===== config.mk =====
export PLATFORM = sky130hd
export DESIGN_NAME = btn_conditioner
export DESIGN_NICKNAME = d
export VERILOG_FILES = /design/src/rtl/btn_conditioner.sv
export SDC_FILE = /design/constraint.sdc
export NUM_CORES = 1
export LEC_CHECK = 0
export CAP_MARGIN = 10
export CORE_AREA = 2 2 39 41
export DETAILED_ROUTE_END_ITERATION = 8
export DIE_AREA = 0 0 41 43
export PLACE_DENSITY = 0.81
export SYNTH_ARGS = -nofsm -noshare
export SYNTH_HDL_FRONTEND = slang
export SYNTH_SLANG_ARGS = --single-unit

===== constraint.sdc =====
create_clock -name clk -period 4 [get_ports clk]
set_clock_uncertainty 0.1 [all_clocks]
set_input_delay 0.8 -clock clk [delete_from_list [all_inputs] [get_ports clk]]
set_output_delay 0.8 -clock clk [all_outputs]
set_load 0.01 [all_outputs]

===== src/rtl/btn_conditioner.sv =====
// Two-channel button/sensor conditioner.
// Each channel synchronises its raw input, debounces it, and emits
// single-cycle rise/fall pulses. The two channels share no state.

module btn_conditioner_chan #(
  parameter int unsigned DEBOUNCE_CYCLES = 4
) (
  input  logic clk,
  input  logic reset,
  input  logic raw_i,
  output logic level_o,
  output logic rise_o,
  output logic fall_o
);

  localparam int unsigned CNT_W = $clog2(DEBOUNCE_CYCLES + 1);
  localparam logic [CNT_W-1:0] CNT_LAST = CNT_W'(DEBOUNCE_CYCLES - 1);
  localparam logic [CNT_W-1:0] CNT_ZERO = '0;
  localparam logic [CNT_W-1:0] CNT_ONE  = CNT_W'(1);

  logic             sync1_q, sync1_d;
  logic             sync2_q, sync2_d;
  logic [CNT_W-1:0] cnt_q,   cnt_d;
  logic             level_q, level_d;
  logic             rise_q,  rise_d;
  logic             fall_q,  fall_d;

  // Next-state: synchroniser shift, debounce count and acceptance pulses
  always_comb begin
    sync1_d = raw_i;
    sync2_d = sync1_q;
    cnt_d   = cnt_q;
    level_d = level_q;
    rise_d  = 1'b0;
    fall_d  = 1'b0;
    if (sync2_q == level_q) begin
      // Input agrees with the accepted level: any partial count is discarded
      cnt_d = CNT_ZERO;
    end else if (cnt_q >= CNT_LAST) begin
      // Enough consecutive mismatching samples: accept the new level.
      // Using >= keeps the counter from ever running past the last value.
      cnt_d   = CNT_ZERO;
      level_d = sync2_q;
      rise_d  = sync2_q;
      fall_d  = ~sync2_q;
    end else begin
      cnt_d = cnt_q + CNT_ONE;
    end
  end

  // State registers with asynchronous clear
  always_ff @(posedge clk or posedge reset) begin
    if (reset) begin
      sync1_q <= 1'b0;
      sync2_q <= 1'b0;
      cnt_q   <= CNT_ZERO;
      level_q <= 1'b0;
      rise_q  <= 1'b0;
      fall_q  <= 1'b0;
    end else begin
      sync1_q <= sync1_d;
      sync2_q <= sync2_d;
      cnt_q   <= cnt_d;
      level_q <= level_d;
      rise_q  <= rise_d;
      fall_q  <= fall_d;
    end
  end

  assign level_o = level_q;
  assign rise_o  = rise_q;
  assign fall_o  = fall_q;

endmodule

module btn_conditioner #(
  parameter int unsigned DEBOUNCE_CYCLES = 4
) (
  input  logic clk,
  input  logic reset,
  input  logic a_raw,
  input  logic b_raw,
  output logic a_btn,
  output logic b_btn,
  output logic a_rise,
  output logic a_fall,
  output logic b_rise,
  output logic b_fall
);

  btn_conditioner_chan #(
    .DEBOUNCE_CYCLES(DEBOUNCE_CYCLES)
  ) u_chan_a (
    .clk    (clk),
    .reset  (reset),
    .raw_i  (a_raw),
    .level_o(a_btn),
    .rise_o (a_rise),
    .fall_o (a_fall)
  );

  btn_conditioner_chan #(
    .DEBOUNCE_CYCLES(DEBOUNCE_CYCLES)
  ) u_chan_b (
    .clk    (clk),
    .reset  (reset),
    .raw_i  (b_raw),
    .level_o(b_btn),
    .rise_o (b_rise),
    .fall_o (b_fall)
  );

endmodule


# Word level (Yosys, flattened, before mapping)
# Index checks and enable logic that the tools add are counted.
# word_totals
reg_bits	16
in_bits	4
# op_classes
add_sub_neg	2
n_lt_le_gt_ge	2
n_eq_ne	2
mux	12
bitwise	4
reduce_logical	2
# ops
operator	count
$mux 3	4
$mux 1	8
$add 3x1->3 const B	2
$ge 3x2->1 const B	2
$not 1->1	4
$reduce_and 2->1	2
$eq 1x1->1	2

# Logic depth before layout (Yosys ltp)
# logic_depth
word_depth	3
ltp_mapped	4

# Cells and area by module
# A second synthesis with hierarchy kept.
# unflattened
cells_unflattened	40
hier_area_um2	615.6
# modules_own_cells
module	n_inst	cells_each	area_per_inst_um2
btn_conditioner_chan	2	20	307.8

# Least setup slack after synthesis
# Ideal clock, no wire load.
# synth_timing
kind	register to register
from	register u_chan_b.cnt_q[0]
to	register u_chan_b.level_q, in the netlist u_chan_b.level_o
setup_time_ns	0.125
arrival_ns	1.405
slack_ns	2.370
path_stages_with_launch	5
synth_period_minus_slack_ns	1.630
path_cell_list	dfrtp_1 -> ha_1 -> ha_1 -> a211oi_4 -> mux2_4
# synth_via
elab_chain_len	2
# synth_rtl
element	line	rtl
from (decl)	23	logic [CNT_W-1:0] cnt_q, cnt_d;
from (signal assigned)	63	cnt_q <= cnt_d;
$ge 3x2->1	39	end else if (cnt_q >= CNT_LAST) begin
$reduce_and 2->1 (no source line)	n/a	
to (signal assigned)	64	level_q <= level_d;
to (decl)	24	logic level_q, level_d;
# No other way between the ends.
# A chain may end at the register's enable or synchronous reset.

# Final worst setup path
# layout_timing
from	register u_chan_a.level_q, in the netlist u_chan_a.level_o
to	output port a_btn
# layout_lines
element	line	rtl
from (decl)	24	
from (signal assigned)	64	
to (decl)	83	output logic a_btn,
# No word-level cell between the ends.

==> run_results.csv <==
group,metric,value,unit
drt,via_count,326,
critical_path,type_of_element_capturing_the_critical_path,"primary output",
critical_path,timing.critical_path.slowest_stage_cell,"clkdlybuf4s50_1",
layout,post_layout_nonfiller_instances,68,
yosys,cell_area_after_synthesis,625.6,um2
cts,cts_hold_repair.buffers,0,
cts,worst_setup_hold_path_clk_slew,90,ps
yosys,synth.avg_cell_area,16.04,um2
cts,tritoncts,"yes",
yosys,synth_cells,39,
power,switching_power,0.0001531,W
floorplan,core,1384,um2
run,timing.max_cap.violations,0,
placed_design,detailed_place_hpwl,606.8,um
cts,cts-buffers-inserted,3,
power,p_leak,0.3504,nW
yosys,synth_edf_count,0,
power,share_clk_of_total_power,0.204,
drt,drc,0,
placed_design,dp_cells,64,
drt,wl_per_cell,11.59,um
layout,share_of_cells_above_drive_strength_1,0.1731,
critical_path,worstPathRequired,3100,ps
sta,timing_worst_slew_pin_value,573.0,ps
power,comb_power_share,0.322,
grt,grt.overflow.total,0,
power,intPower,0.0003569,W
grt,wire_length_of_the_first_global_routing_pass,1.331,mm
critical_path,crit_type,"reg2out",
yosys,synth.ff_latch_count,16,
power,pwr_density_cell,660.7,nW/um2
run_status,outcome,"finished clean",
yosys,ys.warnings.count,0,
sta,timing.final.setup_violations,0,
sta,report.final.slew_viol_count,0,
cts,cts_resized,0,
floorplan,die_area,1763,um2
layout,num-fill-cells,113,
critical_path,cp-start-kind,"register",
grt,grt_antenna_before_repair,0,
critical_path,cp_data_arrival_time,1260,ps
drt,ant_nets,0,
layout,antenna-diode-count,0,
hold_path,worstHoldPathType,"reg2reg",
placed_design,globalplace.congestion,0.6595,
grt,maximum_number_of_pins_on_one_net_before_global_route_repair,17,
drt,vias_per_cell,4.794,
sta,final_period_minus_worst_setup_slack,2161,ps
sta,fin_tns_setup,0,ps
yosys,synth_largest_type_area_fraction,0.6400,
floorplan,die_width,41,um
yosys,synth-async-reset-ratio,1.000,
cts,clockRootBuffer,"clkbuf_4",
yosys,yosysUniqueCellTypes,13,
cts,clkSinkCount,16,
floorplan,initial_utilization,0.4521,
cts,cts_setup_buffers,0,
cts,htreeDepth,1,
drt,drtPass1Iterations,2,
floorplan,ios,10,
power,switching_share,0.3002,
yosys,post-synth-top-count-cell,"dfrtp_1",
layout,areaGrowthSynthToFinish,23.40,%
critical_path,crit_path_max_incr_delay,560,ps
grt,number_of_global_route_vias_before_repair,337,
power,power.sequential.fraction,0.473,
cts,clk_latency,290,ps
sta,maximum_clock_rate,462.8,MHz
drt,routed_wl,788,um
floorplan,die_height,43,um
yosys,synthTopCellsByCount,"16 x dfrtp_1, 5 x nor3b_1, 4 x ha_1",
power,max-vdd-ir-drop,0.2663,mV
sta,worst_rel_slew_slack,0.6176,
sta,setup_repair_after_global_routing_missed_its_margin,"no",
yosys,synthTopCellsByArea,"dfrtp_1 64%, ha_1 8.0%, a211oi_4 6.4%, nor3b_1 6.0%, xnor2_1 2.8%",
cts,cts_buffer_depth,2,
yosys,post-synth-top-area-cell,"dfrtp_1",
sta,finalHoldViolations,0,
yosys,syn_nets,47,
critical_path,cp_num_buf_inv,1,
yosys,synth_flop_cell,"dfrtp_1",
critical_path,worst-path-max-fanout,5,
floorplan,placement_rows,14,
placed_design,port-buffer-count,9,
drt,drt_iter0_markers,3,
sta,finalCritPeriodShare,0.5402,
yosys,seq_area_frac_synth,0.6400,
critical_path,crit_chain,"clkdlybuf4s50_1",
critical_path,critical-path-top-delay-family,"buffers and inverters",
grt,grt_usage,0.1170,
layout,finalNetCount,61,
## routing by layer
metal	global-route usage	share of wire	up-vias
li1	-	-	159
met1	0.1495	0.45	155
met2	0.1656	0.49	9
met3	0.01571	0.034	3
met4	0.1000	0.028	0
met5	0	0	-
## sequential cells by signal, indices dropped and copies added, names as in the netlist
register / cells
u_chan_b.level_o: 1
u_chan_a.sync1_q: 1
u_chan_b.sync1_q: 1
u_chan_a.cnt_q: 3
u_chan_b.rise_o: 1
u_chan_a.sync2_q: 1
u_chan_a.fall_o: 1
u_chan_b.sync2_q: 1
u_chan_a.level_o: 1
u_chan_b.fall_o: 1
u_chan_a.rise_o: 1
u_chan_b.cnt_q: 3
## final cells by class
cell class / instances / area (um2) / share of cell area
flip-flops and latches: 16 / 400.4 / 0.5186
multi-input cells: 20 / 214.0 / 0.2771
repair buffers: 9 / 90.09 / 0.1167
clock buffers: 4 / 36.28 / 0.04700
well taps: 16 / 20.02 / 0.02593
inverters: 3 / 11.26 / 0.01459
## cell families (layout without fill, tap and decap cells)
family	after synthesis	count (layout)	synth area share
buffers and inverters	3	16	0.01800
multiplexers	2	2	0.04199
adder cells (fa/ha/maj)	4	4	0.08000
XOR/XNOR	2	2	0.02801
flip-flops	16	16	0.6400
AO/OA/AOI/OAI	2	2	0.06400
AND/OR/NAND/NOR	10	10	0.1280
## power by group through the flow
stage	sequential [W]	clock [W]	combinational (W)
6_report	0.000241	0.000104	0.000164
3_5_place_dp	0.000246	0	0.000167
4_1_cts	0.000242	0.000109	0.000168
2_1_floorplan	0.000249	0	0.000104
5_1_grt	0.000248	0.000114	0.000185
3_3_place_gp	0.000242	0	0.000165
## cell usage in the layout (no fill, tap or decap), drive strengths merged
master / n
a211oi: 2
clkdlybuf4s50: 9
nor3: 1
nor4: 1
clkbuf: 4
ha: 4
xnor2: 2
dfrtp: 16
inv: 3
mux2: 2
and3b: 2
nor3b: 6
## through the flow
| step | instance area, um2 | hold slack (ps) | util | setup WS, ps | total power (W) |
|---|---|---|---|---|---|
| 6_report | 772.0 | 253.9 | 0.5579 | 1839 | 0.0005101 |
| 3_3_place_gp | 735.7 | 234.7 | 0.5316 | 2172 | 0.0004078 |
| 5_1_grt | 772.0 | 257.7 | 0.5579 | 1785 | 0.0005466 |
| 3_5_place_dp | 735.7 | 235.5 | 0.5316 | 2150 | 0.0004133 |
| 2_1_floorplan | 625.6 | 231.2 | - | 2370 | 0.0003533 |
| 4_1_cts | 772.0 | 256.3 | 0.5579 | 1824 | 0.0005199 |
## path summary, 6_finish.rpt
kind                            slack [ps]                 to  depth (start not counted)              start
worst min register to register         250   u_chan_b.sync2_q                          0   u_chan_b.sync1_q
min in group asynchronous              760   u_chan_a.sync1_q                          2              reset
worst max register to register        2270   u_chan_a.level_o                          4  u_chan_a.cnt_q[0]
worst max-delay path                  1840              a_btn                          1   u_chan_a.level_o
max in group asynchronous             2660  u_chan_b.cnt_q[0]                          2              reset
worst min-delay path                   250   u_chan_b.sync2_q                          0   u_chan_b.sync1_q
No activity file was read; power rests on OpenSTA's default activity.
